$ cat src/rtl/avalon_arbiter_if.sv
// Bus bundle for the round-robin register-bus arbiter: the master-side request/response
// signals plus the shared slave command port, with one modport per side.
interface avalon_arbiter_if #(
    parameter int MASTERS      = 2,
    parameter int ADDRESSWIDTH = 4
);
    logic [MASTERS-1:0]              m_read;
    logic [MASTERS-1:0]              m_write;
    logic [MASTERS-1:0]              m_lock;
    logic [MASTERS*ADDRESSWIDTH-1:0] m_address;
    logic [MASTERS*32-1:0]           m_data_in;
    logic [MASTERS-1:0]              m_waitrequest;
    logic [MASTERS-1:0]              m_read_valid;
    logic [31:0]                     m_data_out;
    logic                            s_read;
    logic                            s_write;
    logic [ADDRESSWIDTH-1:0]         s_address;
    logic [31:0]                     s_data_out;
    logic                            s_read_valid;
    logic [31:0]                     s_data_in;
    logic [1:0]                      err;

    // The arbiter sits on the slave side of the masters and drives the peripheral port.
    modport slave (
        input  m_read, m_write, m_lock, m_address, m_data_in, s_read_valid, s_data_in,
        output m_waitrequest, m_read_valid, m_data_out, s_read, s_write, s_address,
               s_data_out, err
    );

    modport master (
        output m_read, m_write, m_lock, m_address, m_data_in, s_read_valid, s_data_in,
        input  m_waitrequest, m_read_valid, m_data_out, s_read, s_write, s_address,
               s_data_out, err
    );
endinterface

$ cat src/rtl/avalon_arbiter.sv
// Round-robin arbiter sharing one register-bus slave port between MASTERS requesters,
// with per-master grant locking, idle-timeout lock release and one-cycle read routing.
module avalon_arbiter #(
    parameter int MASTERS      = 2,
    parameter int ADDRESSWIDTH = 4,
    parameter int LOCK_TIMEOUT = 16
) (
    input  logic             clk,
    input  logic             reset,
    avalon_arbiter_if.slave  bus
);
    localparam int IDXW = $clog2(MASTERS);
    localparam int CNTW = $clog2(LOCK_TIMEOUT + 1);

    typedef enum logic {UNLOCKED, LOCKED} lock_state_t;

    lock_state_t         r_state;
    lock_state_t         w_stateNext;
    logic [IDXW-1:0]     r_owner;
    logic [IDXW-1:0]     w_ownerNext;
    logic [CNTW-1:0]     r_idle;
    logic [CNTW-1:0]     w_idleNext;
    logic [IDXW-1:0]     r_lastGrant;
    logic [IDXW-1:0]     r_rdOwner;
    logic                r_rdPending;
    logic [1:0]          r_err;

    logic [MASTERS-1:0]  w_req;
    logic [MASTERS-1:0]  w_grantOneHot;
    logic [MASTERS-1:0]  w_readValid;
    logic [IDXW-1:0]     w_grantIdx;
    logic [IDXW-1:0]     w_cand;
    logic                w_grantValid;
    logic                w_grantRead;
    logic                w_grantWrite;
    logic                w_fwdRead;

    assign w_req = bus.m_read | bus.m_write;

    // Descending scan so the candidate nearest to last_grant+1 is the one left standing.
    always_comb begin
        w_grantValid = 1'b0;
        w_grantIdx   = '0;
        w_cand       = '0;
        if (reset) begin
            if (r_state == LOCKED) begin
                w_grantValid = w_req[r_owner];
                w_grantIdx   = r_owner;
            end else begin
                for (int k = MASTERS; k >= 1; k--) begin
                    w_cand = IDXW'((int'(r_lastGrant) + k) % MASTERS);
                    if (w_req[w_cand]) begin
                        w_grantValid = 1'b1;
                        w_grantIdx   = w_cand;
                    end
                end
            end
        end
    end

    assign w_grantRead  = w_grantValid & bus.m_read[w_grantIdx];
    assign w_grantWrite = w_grantValid & bus.m_write[w_grantIdx];
    assign w_fwdRead    = w_grantRead & ~w_grantWrite;

    always_comb begin
        w_grantOneHot = '0;
        w_readValid   = '0;
        if (w_grantValid) begin
            w_grantOneHot[w_grantIdx] = 1'b1;
        end
        if (bus.s_read_valid && r_rdPending) begin
            w_readValid[r_rdOwner] = 1'b1;
        end
    end

    assign bus.s_write       = w_grantWrite;
    assign bus.s_read        = w_fwdRead;
    assign bus.s_address     = w_grantValid ?
                               bus.m_address[int'(w_grantIdx)*ADDRESSWIDTH +: ADDRESSWIDTH] : '0;
    assign bus.s_data_out    = w_grantValid ? bus.m_data_in[int'(w_grantIdx)*32 +: 32] : '0;
    assign bus.m_waitrequest = w_req & ~w_grantOneHot & {MASTERS{reset}};
    assign bus.m_read_valid  = w_readValid;
    assign bus.m_data_out    = reset ? bus.s_data_in : 32'd0;
    assign bus.err           = r_err;

    // Any owner request is always granted while locked, so a grant doubles as "owner active".
    always_comb begin
        w_stateNext = r_state;
        w_ownerNext = r_owner;
        w_idleNext  = r_idle;
        case (r_state)
            UNLOCKED: begin
                if (w_grantValid && bus.m_lock[w_grantIdx]) begin
                    w_stateNext = LOCKED;
                    w_ownerNext = w_grantIdx;
                    w_idleNext  = '0;
                end
            end
            LOCKED: begin
                if (w_grantValid) begin
                    w_idleNext = '0;
                    if (!bus.m_lock[r_owner]) begin
                        w_stateNext = UNLOCKED;
                    end
                end else if (r_idle == CNTW'(LOCK_TIMEOUT - 1)) begin
                    w_stateNext = UNLOCKED;
                    w_idleNext  = '0;
                end else begin
                    w_idleNext = r_idle + 1'b1;
                end
            end
            default: begin
                w_stateNext = UNLOCKED;
                w_idleNext  = '0;
            end
        endcase
    end

    always_ff @(posedge clk or negedge reset) begin
        if (!reset) begin
            r_state     <= UNLOCKED;
            r_owner     <= '0;
            r_idle      <= '0;
            r_lastGrant <= IDXW'(MASTERS - 1);
            r_rdPending <= 1'b0;
            r_rdOwner   <= '0;
            r_err       <= 2'b00;
        end else begin
            r_state     <= w_stateNext;
            r_owner     <= w_ownerNext;
            r_idle      <= w_idleNext;
            r_rdPending <= w_fwdRead;
            if (w_grantValid) begin
                r_lastGrant <= w_grantIdx;
            end
            if (w_fwdRead) begin
                r_rdOwner <= w_grantIdx;
            end
            if (bus.s_read_valid && !r_rdPending) begin
                r_err[0] <= 1'b1;
            end
            if (w_grantRead && w_grantWrite) begin
                r_err[1] <= 1'b1;
            end
        end
    end
endmodule

$ cat src/flat_wrapper.sv
// flat-port wrapper written by rule: the top's interface ports become plain ports
module avalon_arbiter_flat 
#(
    parameter int MASTERS      = 2,
    parameter int ADDRESSWIDTH = 4,
    parameter int LOCK_TIMEOUT = 16
)
  (clk, reset, bus_m_read, bus_m_write, bus_m_lock, bus_m_address, bus_m_data_in, bus_s_read_valid, bus_s_data_in, bus_m_waitrequest, bus_m_read_valid, bus_m_data_out, bus_s_read, bus_s_write, bus_s_address, bus_s_data_out, bus_err);
  avalon_arbiter_if #(.MASTERS(MASTERS), .ADDRESSWIDTH(ADDRESSWIDTH)) bus_i ();
  input  logic clk;
  input  logic reset;
  input wire logic [$bits(bus_i.m_read)-1:0] bus_m_read;
  input wire logic [$bits(bus_i.m_write)-1:0] bus_m_write;
  input wire logic [$bits(bus_i.m_lock)-1:0] bus_m_lock;
  input wire logic [$bits(bus_i.m_address)-1:0] bus_m_address;
  input wire logic [$bits(bus_i.m_data_in)-1:0] bus_m_data_in;
  input wire logic [$bits(bus_i.s_read_valid)-1:0] bus_s_read_valid;
  input wire logic [$bits(bus_i.s_data_in)-1:0] bus_s_data_in;
  output wire logic [$bits(bus_i.m_waitrequest)-1:0] bus_m_waitrequest;
  output wire logic [$bits(bus_i.m_read_valid)-1:0] bus_m_read_valid;
  output wire logic [$bits(bus_i.m_data_out)-1:0] bus_m_data_out;
  output wire logic [$bits(bus_i.s_read)-1:0] bus_s_read;
  output wire logic [$bits(bus_i.s_write)-1:0] bus_s_write;
  output wire logic [$bits(bus_i.s_address)-1:0] bus_s_address;
  output wire logic [$bits(bus_i.s_data_out)-1:0] bus_s_data_out;
  output wire logic [$bits(bus_i.err)-1:0] bus_err;
  assign bus_i.m_read = bus_m_read;
  assign bus_i.m_write = bus_m_write;
  assign bus_i.m_lock = bus_m_lock;
  assign bus_i.m_address = bus_m_address;
  assign bus_i.m_data_in = bus_m_data_in;
  assign bus_i.s_read_valid = bus_s_read_valid;
  assign bus_i.s_data_in = bus_s_data_in;
  assign bus_m_waitrequest = bus_i.m_waitrequest;
  assign bus_m_read_valid = bus_i.m_read_valid;
  assign bus_m_data_out = bus_i.m_data_out;
  assign bus_s_read = bus_i.s_read;
  assign bus_s_write = bus_i.s_write;
  assign bus_s_address = bus_i.s_address;
  assign bus_s_data_out = bus_i.s_data_out;
  assign bus_err = bus_i.err;
  avalon_arbiter #(.MASTERS(MASTERS), .ADDRESSWIDTH(ADDRESSWIDTH), .LOCK_TIMEOUT(LOCK_TIMEOUT)) u_core (.clk(clk), .reset(reset), .bus(bus_i));
endmodule
$ cat config.mk
export PLATFORM = sky130hd
export DESIGN_NAME = avalon_arbiter_flat
export DESIGN_NICKNAME = d
export VERILOG_FILES = /design/src/rtl/avalon_arbiter_if.sv /design/src/rtl/avalon_arbiter.sv /design/src/flat_wrapper.sv
export SDC_FILE = /design/constraint.sdc
export NUM_CORES = 1
export LEC_CHECK = 0
export ABC_CLOCK_PERIOD_IN_PS = 2500
export CORE_ASPECT_RATIO = 0.6
export CORE_MARGIN = 2
export CORE_UTILIZATION = 23
export DETAILED_ROUTE_END_ITERATION = 7
export HOLD_SLACK_MARGIN = 0.08
export PLACE_DENSITY = 0.9
export SYNTH_ARGS = -nofsm -noshare
export SYNTH_HDL_FRONTEND = slang
export SYNTH_SLANG_ARGS = --single-unit
$ cat constraint.sdc
create_clock -name clk -period 2.5 [get_ports clk]
set_input_delay 0.5 -clock clk [delete_from_list [all_inputs] [get_ports clk]]
set_output_delay 0.5 -clock clk [all_outputs]
set_load 0.01 [all_outputs]
==> out/results.tsv, run 1 <==
metric	value	unit
status	finished, violations left	
violations	negative setup slack	
fin_crit	2597	ps
fillers	426	
finalCritPeriodShare	103.9	%
rsz0062_at_grt	yes	
hold_viol	0	
cts_made_buffers	3	
critical_path.top_delay_family	buffers and inverters	
routed-via-count	2108	
dieArea	6111	µm²
seq_area_frac_synth	23.91	%
drt_first_pass_iters	4	
p_comb_share	77.0	%
critical_path_class	in -> out	
finalSetupTns	-702.4	ps
endpoint	bus_s_data_out[8]	
hpwl	5.539	mm
crit_chain	buf_6 -> or2_4 -> buf_6 -> a2111oi_4 -> nor2_4 -> buf_12 -> buf_16 -> a22o_1 -> buf_2	
grt_pass1_wl	10.76	mm
yosys_register_bits	12	
yosysTopAreaCellShare	25.00	%
switching_share	38.86	%
cts_tree	built	
crit_arrival	2100	ps
syn_inst	156	
leakage	0.001550	µW
ioPinCount	189	
overflow	0	
setup_slack	-97.11	ps
fmax	385.0	MHz
ctsLongestPathBuffers	2	
async_reset_ff_share	100.0	%
syn2layout_area_growth	177.8	%
ant_nets	0	
clockRootBuffer	clkbuf_8	
cts.sinks	12	
crit_required	2000	ps
rr_endpoint	u_core.r_idle[4]	
fp.dieW	99.60	µm
ff2ff_path_depth	8	
hold_path_class	in -> async	
max_slew_margin	75.36	%
critPathMostFrequentCell	buf_6	
crit_path_end_kind	primary output	
switchingPower	804.2	µW
crit_path_start_kind	input port	
cts.reportedPaths.clkPinSlew	60	ps
htreeDepth	1	
synthDistinctLibCells	32	
synth_top_area_cell	a22o_1	
antenna_found_initial	0	
grt_start_max_net_pins	40	
multi_input_area	953.4	µm²
maxSlewViolCount	0	
p_int	1265	µW
yosys_warnings	0	
port_buffers	188	
hold-worst-slack	400.4	ps
pre_cts_slack	-729.3	ps
fin_area	3503	µm²
path_buf_inv	5	
postPlaceCellArea	3363	µm²
yosys_most_used_dff	dfrtp_1	
place_congestion	0.8019	
drtIter0Drc	68	
num_rows	20	
slowest_delay	360	ps
fin_util	67.63	%
power_density	590.7	nW/µm²
r2r_start	u_core.r_lastGrant	
cp_max_fo	4	
postCtsHoldBufs	0	
layout_common_cells	clkdlybuf4s50_1, buf_2, a22o_1	
layout_commonest_cell	clkdlybuf4s50_1	
final_nets	485	
worst_clock_skew	11.99	ps
grt_use_total	22.34	%
regArea	301.5	µm²
worst_slew_pin_slew	365.0	ps
grt_pass1_vias	2193	
viasPerCell	4.835	
cap_violations	0	
drive_gt1_share	25.68	%
clk_latency	240	ps
seqPwrFrac	14.0	%
post_drt_wl_per_cell	17.15	µm
die_height	61.36	µm
p_clk_share	9.0	%
synth-edff-count	0	
drcViolationCount	0	
startpoint	bus_m_write[0]	
start_util	24.35	%
r2r_slack	310	ps
synthTopCellsByArea	a22o_1, dfrtp_1, and2_1	
coreArea	5180	µm²
ir_worst_vdd	0.2688	mV
synth.avg_cell_area	8.085	µm²
path_depth	9	
setup_violations	11	
slowest_stage	a2111oi_4	
syn_nets	270	
routed_wl	7.479	mm
antenna_cells	0	
syn-cell-area	1261	µm²
flip-flops by register name, summed over array words and instances, names as in the netlist:
register,count
u_core.bus.err,2
u_core.r_idle,5
u_core.r_rdOwner,1
u_core.r_owner,1
u_core.r_lastGrant,1
u_core.r_rdPending,1
u_core.r_state,1
stage by stage:
stage / instances / total power (µW)
2_1_floorplan: 156 / 891.1
4_1_cts: 434 / 2042
5_1_grt: 436 / 2191
3_5_place_dp: 419 / 1716
6_report: 436 / 2069
3_3_place_gp: 419 / 1690
cell families after synthesis:
kind of cell / Yosys count / synth area share, %
fa+ha+maj: 1 / 0.9919
mux: 2 / 1.587
flops: 12 / 23.91
buf+inv: 16 / 5.357
xor+xnor: 2 / 1.389
compound gates: 59 / 38.29
simple gates: 64 / 28.47
power by group through the flow:
stage / combinational (µW) / clock [µW] / sequential, µW
6_report: 1590 / 186 / 290
5_1_grt: 1690 / 199 / 298
4_1_cts: 1560 / 190 / 290
3_5_place_dp: 1430 / 0 / 287
3_3_place_gp: 1400 / 0 / 286
2_1_floorplan: 607 / 0 / 284
what timing repair did:
item                                    4_1_cts  5_1_grt
pin swaps                                    13        5
endpoints found under the setup margin       72       64
gates cloned                                  5        2
resized for setup                           187       18
setup buffers                                 6        1
layout make-up:
type	instances	area share (%)
well taps	66	2.357
repair buffers	222	60.11
clock buffers	4	1.286
inverters	4	0.4286
multi-input cells	128	27.21
flip-flops and latches	12	8.607
how the worst min path moves through the flow:
stage	end	start	slack (ps)	depth (start not counted)
6_report	u_core.r_state	reset	400	2
5_1_grt	u_core.r_rdOwner	reset	400	2
4_1_cts	u_core.r_owner	reset	370	2
3_5_place_dp	u_core.bus.err[0]	u_core.bus.err[0]	450	1
3_3_place_gp	u_core.bus.err[0]	u_core.bus.err[0]	440	1
2_1_floorplan	u_core.bus.err[0]	reset	200	0
metal layers:
| layer | up-vias | track usage, % | routed length [µm] |
|---|---|---|---|
| met4 | 0 | 2.740 | 17 |
| li1 | 1012 | - | - |
| met5 | - | 0 | 0 |
| met1 | 996 | 29.17 | 3086 |
| met3 | 2 | 6.243 | 595 |
| met2 | 98 | 38.90 | 3780 |
Yosys cell counts, types with 2 or more instances:
library cell  count
clkbuf_1          6
a21o_1            2
nand2_1           7
xor2_1            2
nor3_1            4
buf_2             6
o21ai_0          11
mux2i_1           2
nor2b_1           2
dfrtp_1          11
nor2_1            6
a22o_1           36
inv_1             4
and2_1           33
nand3_1           6
o22ai_1           2
Note: power is estimated with default switching activity, not from simulation.
==> run 2, diff against run 1 <==
- CORE_ASPECT_RATIO: 0.6 -> 1.5
==> run 2 against run 1 <==
Compared with the run above: the flow still finishes with violations (negative setup slack); via count up 1.5%; sequential power up 4%; flip-flop and latch count unchanged; non-clock buffer count up 7; final cell count up 2.5%.
==> out/results.tsv, run 2 (synthesis results as in run 1) <==
metric	value	unit	change
top_register	u_core.r_idle		unchanged
coreArea	5368	µm²	was 5180 µm²
drtIter0Drc	84		was 68
crit_arrival	2100	ps	about the same
dieArea	6104	µm²	was 6111 µm²
drive_gt1_share	26.53	%	was 25.68%
fmax	384.8	MHz	was 385.0 MHz
crit_path_end_kind	primary output		unchanged
drcViolationCount	0		unchanged
crit_chain	buf_6 -> or2_4 -> buf_6 -> a2111oi_4 -> nor2_4 -> clkbuf_16 -> buf_12 -> a22o_1 -> buf_2		was buf_6 -> or2_4 -> buf_6 -> a2111oi_4 -> nor2_4 -> buf_12 -> buf_16 -> a22o_1 -> buf_2
violations	negative setup slack		unchanged
fp.dieW	64.46	µm	was 99.60 µm
critPathMostFrequentCell	buf_6		unchanged
wl_met2	4.237	mm	was 3.780 mm
cap_violations	0		unchanged
worst_clock_skew	3.720	ps	was 11.99 ps
r2r_slack	240	ps	was 310 ps
fin_crit	2599	ps	was 2597 ps
ir_worst_vdd	0.2507	mV	was 0.2688 mV
overflow	0		unchanged
setup_violations	16		was 11
slowest_delay	370	ps	was 360 ps
routed_wl	7.472	mm	was 7.479 mm
htreeDepth	1		unchanged
ioPinCount	189		unchanged
start_util	23.50	%	was 24.35%
postPlaceCellArea	3398	µm²	was 3363 µm²
cts_tree	built		unchanged
fin_cells	447		was 436
port_buffers	188		unchanged
leakage	0.001569	µW	was 0.001550 µW
final_nets	492		was 485
fin_area	3501	µm²	was 3503 µm²
grt_pass1_wl	11.17	mm	was 10.76 mm
fillers	418		was 426
r2r_start	u_core.r_lastGrant		unchanged
crit_required	2000	ps	about the same
regArea	302.8	µm²	was 301.5 µm²
layout_common_cells	clkdlybuf4s50_1, a22o_1, buf_2		was clkdlybuf4s50_1, buf_2, a22o_1
largest_register_ffs	5		unchanged
ff2ff_path_depth	12		was 8
multi_input_area	953.4	µm²	unchanged
post_drt_wl_per_cell	16.72	µm	was 17.15 µm
cp_max_fo	5		was 4
crit_path_start_kind	input port		unchanged
clockRootBuffer	clkbuf_8		unchanged
ctsLongestPathBuffers	2		unchanged
drt_first_pass_iters	4		unchanged
hold_path_class	in -> async		unchanged
cts.reportedPaths.clkPinSlew	50	ps	was 60 ps
placedCellCount	427		was 419
max_slew_margin	74.92	%	was 75.36%
status	finished, violations left		unchanged
worst_slew_pin_slew	371.5	ps	was 365.0 ps
hpwl	6.003	mm	was 5.539 mm
top_layer_used	met4		unchanged
m1WireLength	2.578	mm	was 3.086 mm
num_rows	33		was 20
clk_latency	240	ps	about the same
grt_start_max_net_pins	33		was 40
rr_endpoint	u_core.r_rdPending		was u_core.r_idle[4]
slowest_stage	a2111oi_4		unchanged
routed-via-count	2140		was 2108
place_congestion	0.8396		was 0.8019
rsz0062_at_grt	yes		unchanged
grt_use_total	23.31	%	was 22.34%
critical_path_class	in -> out		unchanged
ant_nets	0		unchanged
cts_made_buffers	3		unchanged
die_height	94.70	µm	was 61.36 µm
setup_slack	-98.72	ps	was -97.11 ps
syn2layout_area_growth	177.6	%	was 177.8%
grt_pass1_vias	2315		was 2193
viasPerCell	4.787		was 4.835
hold_viol	0		unchanged
finalCritPeriodShare	103.9	%	about the same
power_density	582.8	nW/µm²	was 590.7 nW/µm²
cts.sinks	12		unchanged
layout_commonest_cell	clkdlybuf4s50_1		unchanged
maxSlewViolCount	0		unchanged
antenna_cells	0		unchanged
antenna_found_initial	0		unchanged
met3_length	551	µm	was 595 µm
-- run 2: cell types whose count changed in the layout (fill, tap and decap cells not counted), moves of 2 or more --
cell,delta
buf_4,+11
buf_6,+5
buf_16,-3
buf_2,-3
clkdlybuf4s15_1,+2
-- run 2: cell type report --
type | instances | area share (%)
inverters | 4 | 0.4289
repair buffers | 229 | 59.61
flip-flops and latches | 12 | 8.649
well taps | 70 | 2.502
clock buffers | 4 | 1.573
multi-input cells | 128 | 27.23
-- run 2: worst max path at each step --
stage              startpoint                  to  cells past startpoint  slack, ps
2_1_floorplan           reset    bus_s_address[0]                      7         80
3_3_place_gp    bus_m_read[0]  bus_s_data_out[25]                      7       -740
3_5_place_dp    bus_m_read[0]  bus_s_data_out[25]                      7       -730
4_1_cts        bus_m_write[0]  bus_s_data_out[29]                      9       -100
5_1_grt         bus_m_read[0]   bus_s_data_out[1]                      9       -150
6_report        bus_m_read[0]    bus_s_address[1]                      9       -100
-- run 2: critical path, delay by kind of cell --
kind	cells	cell delay [ps]
AO/OA/AOI/OAI	2	560
AND/OR/NAND/NOR	2	380
buffers and inverters	5	640
-- run 2: metal layers --
metal | track usage [%] | vias to the layer above
met5 | 0 | -
met4 | 6.560 | 0
met3 | 4.529 | 11
met2 | 46.44 | 111
met1 | 24.15 | 995
li1 | - | 1023
-- run 2: where the power goes --
group          leakage, µW  internal, µW  switching (µW)
sequential        0.000145           251            51.6
combinational      0.00140           856             666
clock            0.0000288           139            77.0
total              0.00157          1250             794
-- run 2: stage by stage --
step / hold slack [ps] / total power (µW) / util [%] / setup slack, ps / TNS (ps)
floorplan: 204.4 / 891.1 / - / 79.73 / 0
global placement: 437.4 / 1737 / 63.31 / -738.0 / -27680
detailed placement: 444.9 / 1763 / 63.31 / -733.5 / -28980
CTS: 401.3 / 2018 / 65.01 / -97.30 / -937.6
global route: 242.0 / 2165 / 65.22 / -153.5 / -2236
finish: 241.0 / 2040 / 65.22 / -98.72 / -678.9
-- run 2: repair_timing --
item / 4_1_cts / 5_1_grt
cloned: 2 / 0
buffers inserted: 13 / 3
hold buffers: 0 / 0
pin swaps: 19 / 9
setup endpoints to repair: 72 / 40
gates resized for setup: 186 / 18
